$ cat src/rtl/cpu_pkg.sv
// Shared CP0 definitions: register addresses ({rd,sel}), ExcCode values and
// Status/Cause bit positions.
package cpu_pkg;

  localparam logic [7:0] CP0_BADVADDR = 8'h40;  // rd 8,  sel 0
  localparam logic [7:0] CP0_COUNT    = 8'h48;  // rd 9,  sel 0
  localparam logic [7:0] CP0_COMPARE  = 8'h58;  // rd 11, sel 0
  localparam logic [7:0] CP0_STATUS   = 8'h60;  // rd 12, sel 0
  localparam logic [7:0] CP0_CAUSE    = 8'h68;  // rd 13, sel 0
  localparam logic [7:0] CP0_EPC      = 8'h70;  // rd 14, sel 0

  typedef enum logic [4:0] {
    EXC_INT  = 5'd0,
    EXC_ADEL = 5'd4,
    EXC_ADES = 5'd5,
    EXC_SYS  = 5'd8,
    EXC_BP   = 5'd9,
    EXC_RI   = 5'd10,
    EXC_OV   = 5'd12
  } exc_code_t;

  localparam int SR_IE        = 0;
  localparam int SR_EXL       = 1;
  localparam int SR_IM_LO     = 8;
  localparam int CAUSE_EXC_LO = 2;
  localparam int CAUSE_IP_LO  = 8;
  localparam int CAUSE_TI     = 30;

endpackage

$ cat src/rtl/cp0_timer.sv
// Count/Compare timer: Count advances every second clock, TI latches on a
// Count==Compare match and is cleared only by a write to Compare.
module cp0_timer (
  input  logic        clk,
  input  logic        resetn,
  input  logic        count_we,
  input  logic        compare_we,
  input  logic [31:0] wdata,
  output logic [31:0] count,
  output logic [31:0] compare,
  output logic        ti
);

  logic tog;

  always_ff @(posedge clk) begin
    if (!resetn) begin
      count   <= '0;
      compare <= '0;
      tog     <= 1'b0;
      ti      <= 1'b0;
    end else begin
      tog   <= ~tog;
      count <= count_we ? wdata : count + {31'b0, tog};
      if (compare_we) compare <= wdata;
      // a Compare write beats a match seen in the same cycle
      if (compare_we)            ti <= 1'b0;
      else if (count == compare) ti <= 1'b1;
    end
  end

endmodule

$ cat src/rtl/cp0_exc_unit.sv
// CP0 exception unit: WB-stage event prioritisation, redirect/flush, and the
// Status/Cause/EPC/BadVAddr register file with a Count/Compare timer.
module cp0_exc_unit
  import cpu_pkg::*;
#(
  parameter int          NUM_HW_INT = 6,
  parameter logic [31:0] EXC_BASE   = 32'h0000_0000
) (
  input  logic                  clk,
  input  logic                  resetn,
  input  logic                  wb_valid,
  input  logic                  syscall,
  input  logic                  brk,
  input  logic                  ov,
  input  logic                  adel,
  input  logic                  ades,
  input  logic                  ri,
  input  logic                  eret,
  input  logic                  mtc0,
  input  logic [7:0]            cp0_addr,
  input  logic [31:0]           cp0_wdata,
  input  logic [31:0]           wb_pc,
  input  logic [31:0]           bad_addr,
  input  logic [NUM_HW_INT-1:0] hw_int,
  output logic [31:0]           cp0_rdata,
  output logic                  exc_valid,
  output logic [31:0]           exc_pc,
  output logic                  cancel
);

  logic [7:0]            im;
  logic                  exl, ie;
  logic [1:0]            sw_ip;
  logic [NUM_HW_INT-1:0] hw_q;
  exc_code_t             exc_code;
  logic [31:0]           epc, badvaddr, count, compare;
  logic                  ti;
  logic [7:0]            ip;
  logic                  int_pend, take_exc, take_eret, wr;
  exc_code_t             code;

  // With six lines, hw_int[5] shares IP[7] with the timer interrupt
  assign ip       = (8'(hw_q) << 2) | {ti, 5'b0, sw_ip};
  assign int_pend = ie & ~exl & |(ip & im);

  always_comb begin
    take_exc = 1'b0;
    code     = EXC_INT;
    if (wb_valid) begin
      take_exc = 1'b1;
      if      (int_pend) code = EXC_INT;
      else if (adel)     code = EXC_ADEL;
      else if (ri)       code = EXC_RI;
      else if (ov)       code = EXC_OV;
      else if (syscall)  code = EXC_SYS;
      else if (brk)      code = EXC_BP;
      else if (ades)     code = EXC_ADES;
      else               take_exc = 1'b0;
    end
  end

  assign take_eret = wb_valid & eret & ~take_exc;
  assign exc_valid = take_exc | take_eret;
  assign cancel    = exc_valid;
  assign exc_pc    = take_eret ? epc : EXC_BASE;
  assign wr        = wb_valid & mtc0 & ~exc_valid;

  cp0_timer u_timer (
    .clk        (clk),
    .resetn     (resetn),
    .count_we   (wr && cp0_addr == CP0_COUNT),
    .compare_we (wr && cp0_addr == CP0_COMPARE),
    .wdata      (cp0_wdata),
    .count      (count),
    .compare    (compare),
    .ti         (ti)
  );

  always_ff @(posedge clk) begin
    if (!resetn) begin
      im       <= '0;
      exl      <= 1'b0;
      ie       <= 1'b0;
      sw_ip    <= '0;
      hw_q     <= '0;
      exc_code <= EXC_INT;
      epc      <= '0;
      badvaddr <= '0;
    end else begin
      hw_q <= hw_int;
      if (take_exc) begin
        exc_code <= code;
        exl      <= 1'b1;
        if (!exl) epc <= wb_pc;
        if (code == EXC_ADEL || code == EXC_ADES) badvaddr <= bad_addr;
      end else if (take_eret) begin
        exl <= 1'b0;
      end else if (wr) begin
        case (cp0_addr)
          CP0_STATUS: begin
            im  <= cp0_wdata[SR_IM_LO +: 8];
            exl <= cp0_wdata[SR_EXL];
            ie  <= cp0_wdata[SR_IE];
          end
          CP0_CAUSE: sw_ip <= cp0_wdata[CAUSE_IP_LO +: 2];
          CP0_EPC:   epc   <= cp0_wdata;
          default: ;
        endcase
      end
    end
  end

  always_comb begin
    cp0_rdata = '0;
    case (cp0_addr)
      CP0_BADVADDR: cp0_rdata = badvaddr;
      CP0_COUNT:    cp0_rdata = count;
      CP0_COMPARE:  cp0_rdata = compare;
      CP0_STATUS: begin
        cp0_rdata[SR_IM_LO +: 8] = im;
        cp0_rdata[SR_EXL]        = exl;
        cp0_rdata[SR_IE]         = ie;
      end
      CP0_CAUSE: begin
        cp0_rdata[CAUSE_TI]          = ti;
        cp0_rdata[CAUSE_IP_LO +: 8]  = ip;
        cp0_rdata[CAUSE_EXC_LO +: 5] = exc_code;
      end
      CP0_EPC: cp0_rdata = epc;
      default: cp0_rdata = '0;
    endcase
  end

endmodule

$ cat config.mk
export PLATFORM = sky130hd
export DESIGN_NAME = cp0_exc_unit
export DESIGN_NICKNAME = d
export VERILOG_FILES = /design/src/rtl/cpu_pkg.sv /design/src/rtl/cp0_timer.sv /design/src/rtl/cp0_exc_unit.sv
export SDC_FILE = /design/constraint.sdc
export NUM_CORES = 1
export LEC_CHECK = 0
export BUFFER_PORTS_ARGS = -buffer_cell sky130_fd_sc_hd__buf_2
export CORE_MARGIN = 4
export CORE_UTILIZATION = 35
export DETAILED_ROUTE_END_ITERATION = 10
export SKIP_CTS_REPAIR_TIMING = 1
export SLEW_MARGIN = 15
export SYNTH_ARGS = -nofsm -noshare
export SYNTH_HDL_FRONTEND = slang
export SYNTH_SLANG_ARGS = --single-unit
$ cat constraint.sdc
create_clock -name clk -period 4.2 [get_ports clk]
set_input_delay 1.26 -clock clk [delete_from_list [all_inputs] [get_ports clk]]
set_output_delay 1.26 -clock clk [all_outputs]
set_load 0.1 [all_outputs]
# Word-level counts from Yosys, hierarchy flattened
# Cells that the tools add are included.
# op_classes
add_sub_neg	1
mul	0
div_mod_pow	0
n_lt_le_gt_ge	0
eq_ne	11
n_shift	0
n_mux	34
bitwise_logic	15
reduce_logical	14
# ops
operator	n
$mux 32	7
$pmux 14 s4	1
$eq 8x7->1 const B	6
$pmux 8 s6	1
$add 32x1->32	1
$eq 32x32->1	1
$mux 4	7
$pmux 5 s5	1
$mux 1	12
$reduce_and 4->1	3
$eq 5x3->1 const B	2
$pmux 2 s5	1
$and 8x8->8	1
$or 8x8->8	1
$pmux 1 s4	2
$reduce_or 8->1	1
$and 1x1->1	6
$not 1->1	6
$reduce_bool 3->1	2
$pmux 1 s5	1
$ne 2x2->1 const B	2
$reduce_and 2->1	2
$reduce_bool 2->1	2
$mux 3	1
4 further kinds	5
# totals
regBits	153
latchBits	0
mem_bits_rw	0
rom_bits	0
input_bits	121
out_inout_bits	66
elab_cells	87
mem_count	0

# Depth between registers and ports, before layout
# logic_depth
ltp_word	16
mapped_depth	9
mapped_depth_nobuf	7

# Modules after synthesis
# A second synthesis with hierarchy kept.
# unflattened
cells_unflattened	1051
hier_area_um2	8723.4
# by_module_without_submodules
mod	instances	cells_per_inst	area_per_inst_um2	seq_area_each_um2
cp0_exc_unit	1	687	5376.4	1721.7
cp0_timer	1	364	3347.0	1321.3

# Worst setup path after synthesis
# Ideal clock, no wire load.
# synth_path
path_kind	input-to-output
startpoint	input wb_valid
endpoint	output exc_valid
arrival_ns	3.465
required_ns	2.940
setup_slack_ns	-0.525
cell_stages	4
n_path_buf	2
cell_sequence	clkbuf_1 -> inv_1 -> nor2_1 -> buf_4
# synth_via
elab_chain_len	4
elab_cells_between_ends	5
cone_classes	mux: 1; bitwise: 4
# synth_rtl
item	line_no	rtl
start, declared	cp0_exc_unit.sv:11	input logic wb_valid,
$mux 1	cp0_exc_unit.sv:49	if (wb_valid) begin
$not 1->1 (no line)	-	
$and 1x1->1	cp0_exc_unit.sv:62	assign take_eret = wb_valid & eret & ~take_exc;
$or 1x1->1 *	cp0_exc_unit.sv:63	assign exc_valid = take_exc | take_eret;
end, declared	cp0_exc_unit.sv:26	output logic exc_valid,
# Every way passes the cells marked *; elsewhere a longest branch is shown, timed or not.

# Final worst setup path
# layout_path
startpoint	input cp0_addr[2]
endpoint	output cp0_rdata[26]
# layout_via
elab_chain_len	2
elab_cells_between_ends	5
cone_classes	eq/ne: 4; mux: 1
# layout_rtl
item	line_no	rtl
start, declared	cp0_exc_unit.sv:20	input logic [7:0] cp0_addr,
$eq 8x7->1	cp0_exc_unit.sv:115	case (cp0_addr)
$pmux 14 s4 *	cp0_exc_unit.sv:115	
end, declared	cp0_exc_unit.sv:25	output logic [31:0] cp0_rdata,
# Marked as above.

==> impl_metrics.yaml <==
hold_path:
  hp-class: "flop to flop"
  hold_depth: 1
  holdPathEnd: "u_timer.tog$_SDFF_PN0_"
  hp-start: "u_timer.tog$_SDFF_PN0_"
setup_path:
  ff2ff_setup_slack_ns: 1.12
  crit_start: "cp0_addr[2]"
  path_delay_family: "simple AND/OR/NAND/NOR gates"
  worstReg2RegEnd: "u_timer.count[6]$_SDFF_PN0_"
  cp_cell_sequence: "buf_2 > or3_1 > nor4_4 > buf_12 > a22o_1 > a221o_4 > buf_12"
  path_max_fanout: 33
  path_buf_inv: 3
  cp-end-kind: "primary output"
  cp_data_required_time_ns: 2.94
  worst-setup-path-type: "primary input to primary output"
  slowest_delay_ns: 0.47
  reg2regPathDepth: 7
  crit_top_cell: "buf_12"
  arrival_ns: 2.89
  startpoint_type: "primary input"
  slowest_stage: "or3_1"
  r2r_start: "u_timer.ti$_SDFFE_PP0N_"
placed_design:
  port_buffers: 186
  dpl_cell_area_sq_um: 10880
  dp_hpwl_um: 22250
  gp_congestion: 0.9072
floorplan:
  start_util_pct: 35.47
  num_rows: 56
  design.core.area_sq_um: 23400
  fp.dieArea_sq_um: 26240
  die_h_um: 162
  io_pins: 187
  die-width_um: 162
cells_and_area:
  layout.nets: 1235
  final_util_pct: 48.88
  drive_gt1_share_pct: 29.87
  syn2layout_area_growth_pct: 37.81
  n_fill_cell: 2222
  fin_area_sq_um: 11440
timing:
  setup_viol: 0
  slew_violations: 0
  relSlewSlack_pct: 40.77
  rsz0062_at_grt: "no"
  fmax_ghz: 0.2410
  period_needed_ns: 4.149
  hold_viol: 0
  tightestPinTransition_ns: 0.8855
  post-route-period-util_pct: 98.80
  clock_skew_ns: 0.009529
global_route:
  grt_pass1_wl_um: 46210
  grt_overflow: 0
  grt_usage_pct: 22.41
  grt_max_degree: 92
  antenna_found_initial: 3
  grt_pass1_vias: 7731
synthesis:
  syn_inst: 965
  syn_area_per_cell_sq_um: 8.602
  synth_cell_type_count: 56
  yosysTopAreaCell: "dfxtp_1"
  synth_edf_count: 0
  syn-cell-area_sq_um: 8300
  yosys_warnings: 0
  async_reset_ff_share_pct: 0
  ys_ff_latch: 152
  synth_top_flop_cell: "dfxtp_1"
  ys_top_cells_by_area: "dfxtp_1, nand2_1, mux2i_1"
  yosys.area.top_type_share_pct: 36.66
  synth_seq_area_share_pct: 36.66
  synth_fp_nets: 1088
detailed_routing:
  wl_um: 30330
  ant_nets: 0
  drt_iter0_markers: 890
  vias: 8053
  vias_per_cell: 5.573
  drc: 0
  first_pass_iters: 8
  wl_per_cell_um: 20.99
job:
  cap_violations: 0
clock_tree:
  cts_root_buffer: "clkbuf_16"
  path_clk_slew_ns: 0.06
  worstSkewPairLatency_ns: 0.43
  clock_sinks: 152
  cts_tree: "done"
  cts_buffers: 17
  clk_path_buf_depth: 2
  htree_num_levels: 4
power:
  powerDensity_nw_per_um2: 290.3
  p_leak_nw: 4.706
  ir_worst_vdd_uv: 194.8
status:
  outcome: "finished clean"
## per-stage QoR
stage                     TNS, ns  setup WS (ns)  instances  hold slack [ns]  power [mW]
after CTS                       0        0.05677       1444           0.4371       3.338
after detailed placement        0        0.05963       1412           0.4205       1.876
final                           0        0.05058       1445           0.4438       3.321
after global routing            0       0.006997       1445           0.4554       3.428
after floorplan           -0.1384        -0.1288        965           0.3959       1.723
after global placement          0        0.07921       1412           0.4086       1.875
## placed cells by master (no fill, tap or decap), types with 3 or more instances in the layout
master        n
a21oi_1      20
a221o_2       6
a221o_4      15
a222oi_1     15
a22o_1       17
a22oi_1      11
and2_1        9
and2_2       30
and4_1        8
buf_12       70
buf_2       121
buf_4        30
clkbuf_1      4
clkbuf_16    17
clkinv_4      3
clkinvlp_4    3
dfxtp_1     152
inv_1         5
mux2_2        5
mux2i_1      55
nand2_1     145
nand2_2       3
nand2_4       7
nand3_1      14
nand4_1      17
nor2_1       19
nor2b_1       4
nor3_1       14
nor4_1        8
o211a_1      32
o211ai_1     37
o21a_1       33
o21ai_0      43
o31ai_1      15
or3_1        34
xnor2_1      50
xor2_1       12
## cells in the mapped netlist, types with 2 or more instances
cell and number:
a21oi_1 20, a221o_1 21, a222oi_1 15, a22o_1 17
a22oi_1 11, a31o_2 2, a31oi_1 2, and2_1 39
and4_1 8, buf_1 2, buf_2 11, buf_4 3
buf_6 3, clkbuf_1 74, dfxtp_1 152, ha_1 2
inv_1 5, mux2_2 5, mux2i_1 55, nand2_1 155
nand2b_1 2, nand3_1 15, nand4_1 17, nor2_1 20
nor2b_1 4, nor3_1 16, nor4_1 8, nor4_2 2
o211a_1 33, o211ai_1 37, o21a_1 33, o21ai_0 43
o31ai_1 15, or2_2 2, or3_1 34, or4_1 2
xnor2_1 50, xor2_1 12
## logic make-up after synthesis
group	Yosys count	synth area share (%)
flops	152	36.66
mux	60	7.311
xor+xnor	62	6.542
fa+ha+maj	2	0.3014
simple gates	332	20.09
compound gates	258	24.03
buf+inv	99	5.065
## worst reg2reg max path, delay by kind of cell (launching register included)
kind	cells	cell delay [ns]
simple gates	2	1.02
buf+inv	2	0.86
compound gates	2	0.53
mux	1	0.27
flops	1	0.31
## flip-flops by register name, summed over array words and instances (netlist names)
| signal | count |
|---|---|
| u_timer.compare | 32 |
| ie | 1 |
| badvaddr | 32 |
| hw_q | 6 |
| exl | 1 |
| u_timer.tog | 1 |
| sw_ip | 2 |
| u_timer.count | 32 |
| im | 8 |
| epc | 32 |
| u_timer.ti | 1 |
| exc_code | 4 |
## worst max-delay path by stage
stage          depth (start not counted)             to
6_report                               7  cp0_rdata[26]
5_1_grt                                7  cp0_rdata[31]
4_1_cts                                7  cp0_rdata[26]
3_5_place_dp                           7  cp0_rdata[26]
3_3_place_gp                           7  cp0_rdata[10]
2_1_floorplan                          5   cp0_rdata[7]
## report_power, final
group          switching, mW  internal, mW
clock                  0.638         0.833
sequential            0.0537          1.49
combinational          0.174         0.130
total                  0.866          2.45
## layout make-up
class | count | area (sq um) | area share [%]
tap | 319 | 399.1 | 3.489
antenna | 1 | 2.502 | 0.02188
clock buffer | 22 | 454.2 | 3.971
inverter | 5 | 18.77 | 0.1641
multi-input combinational | 714 | 5180 | 45.29
timing repair buffer | 222 | 2243 | 19.61
sequential | 152 | 3043 | 26.60
clock inverter | 10 | 97.59 | 0.8532
## per-layer routing
layer	vias to the layer above	global-route usage, %	wire, um
met3	37	5.988	2613
met5	-	0	0
met2	344	32.84	13070
met4	0	5.729	521
li1	3832	-	-
met1	3840	32.67	14120
Note: power is estimated with default switching activity, not from simulation.
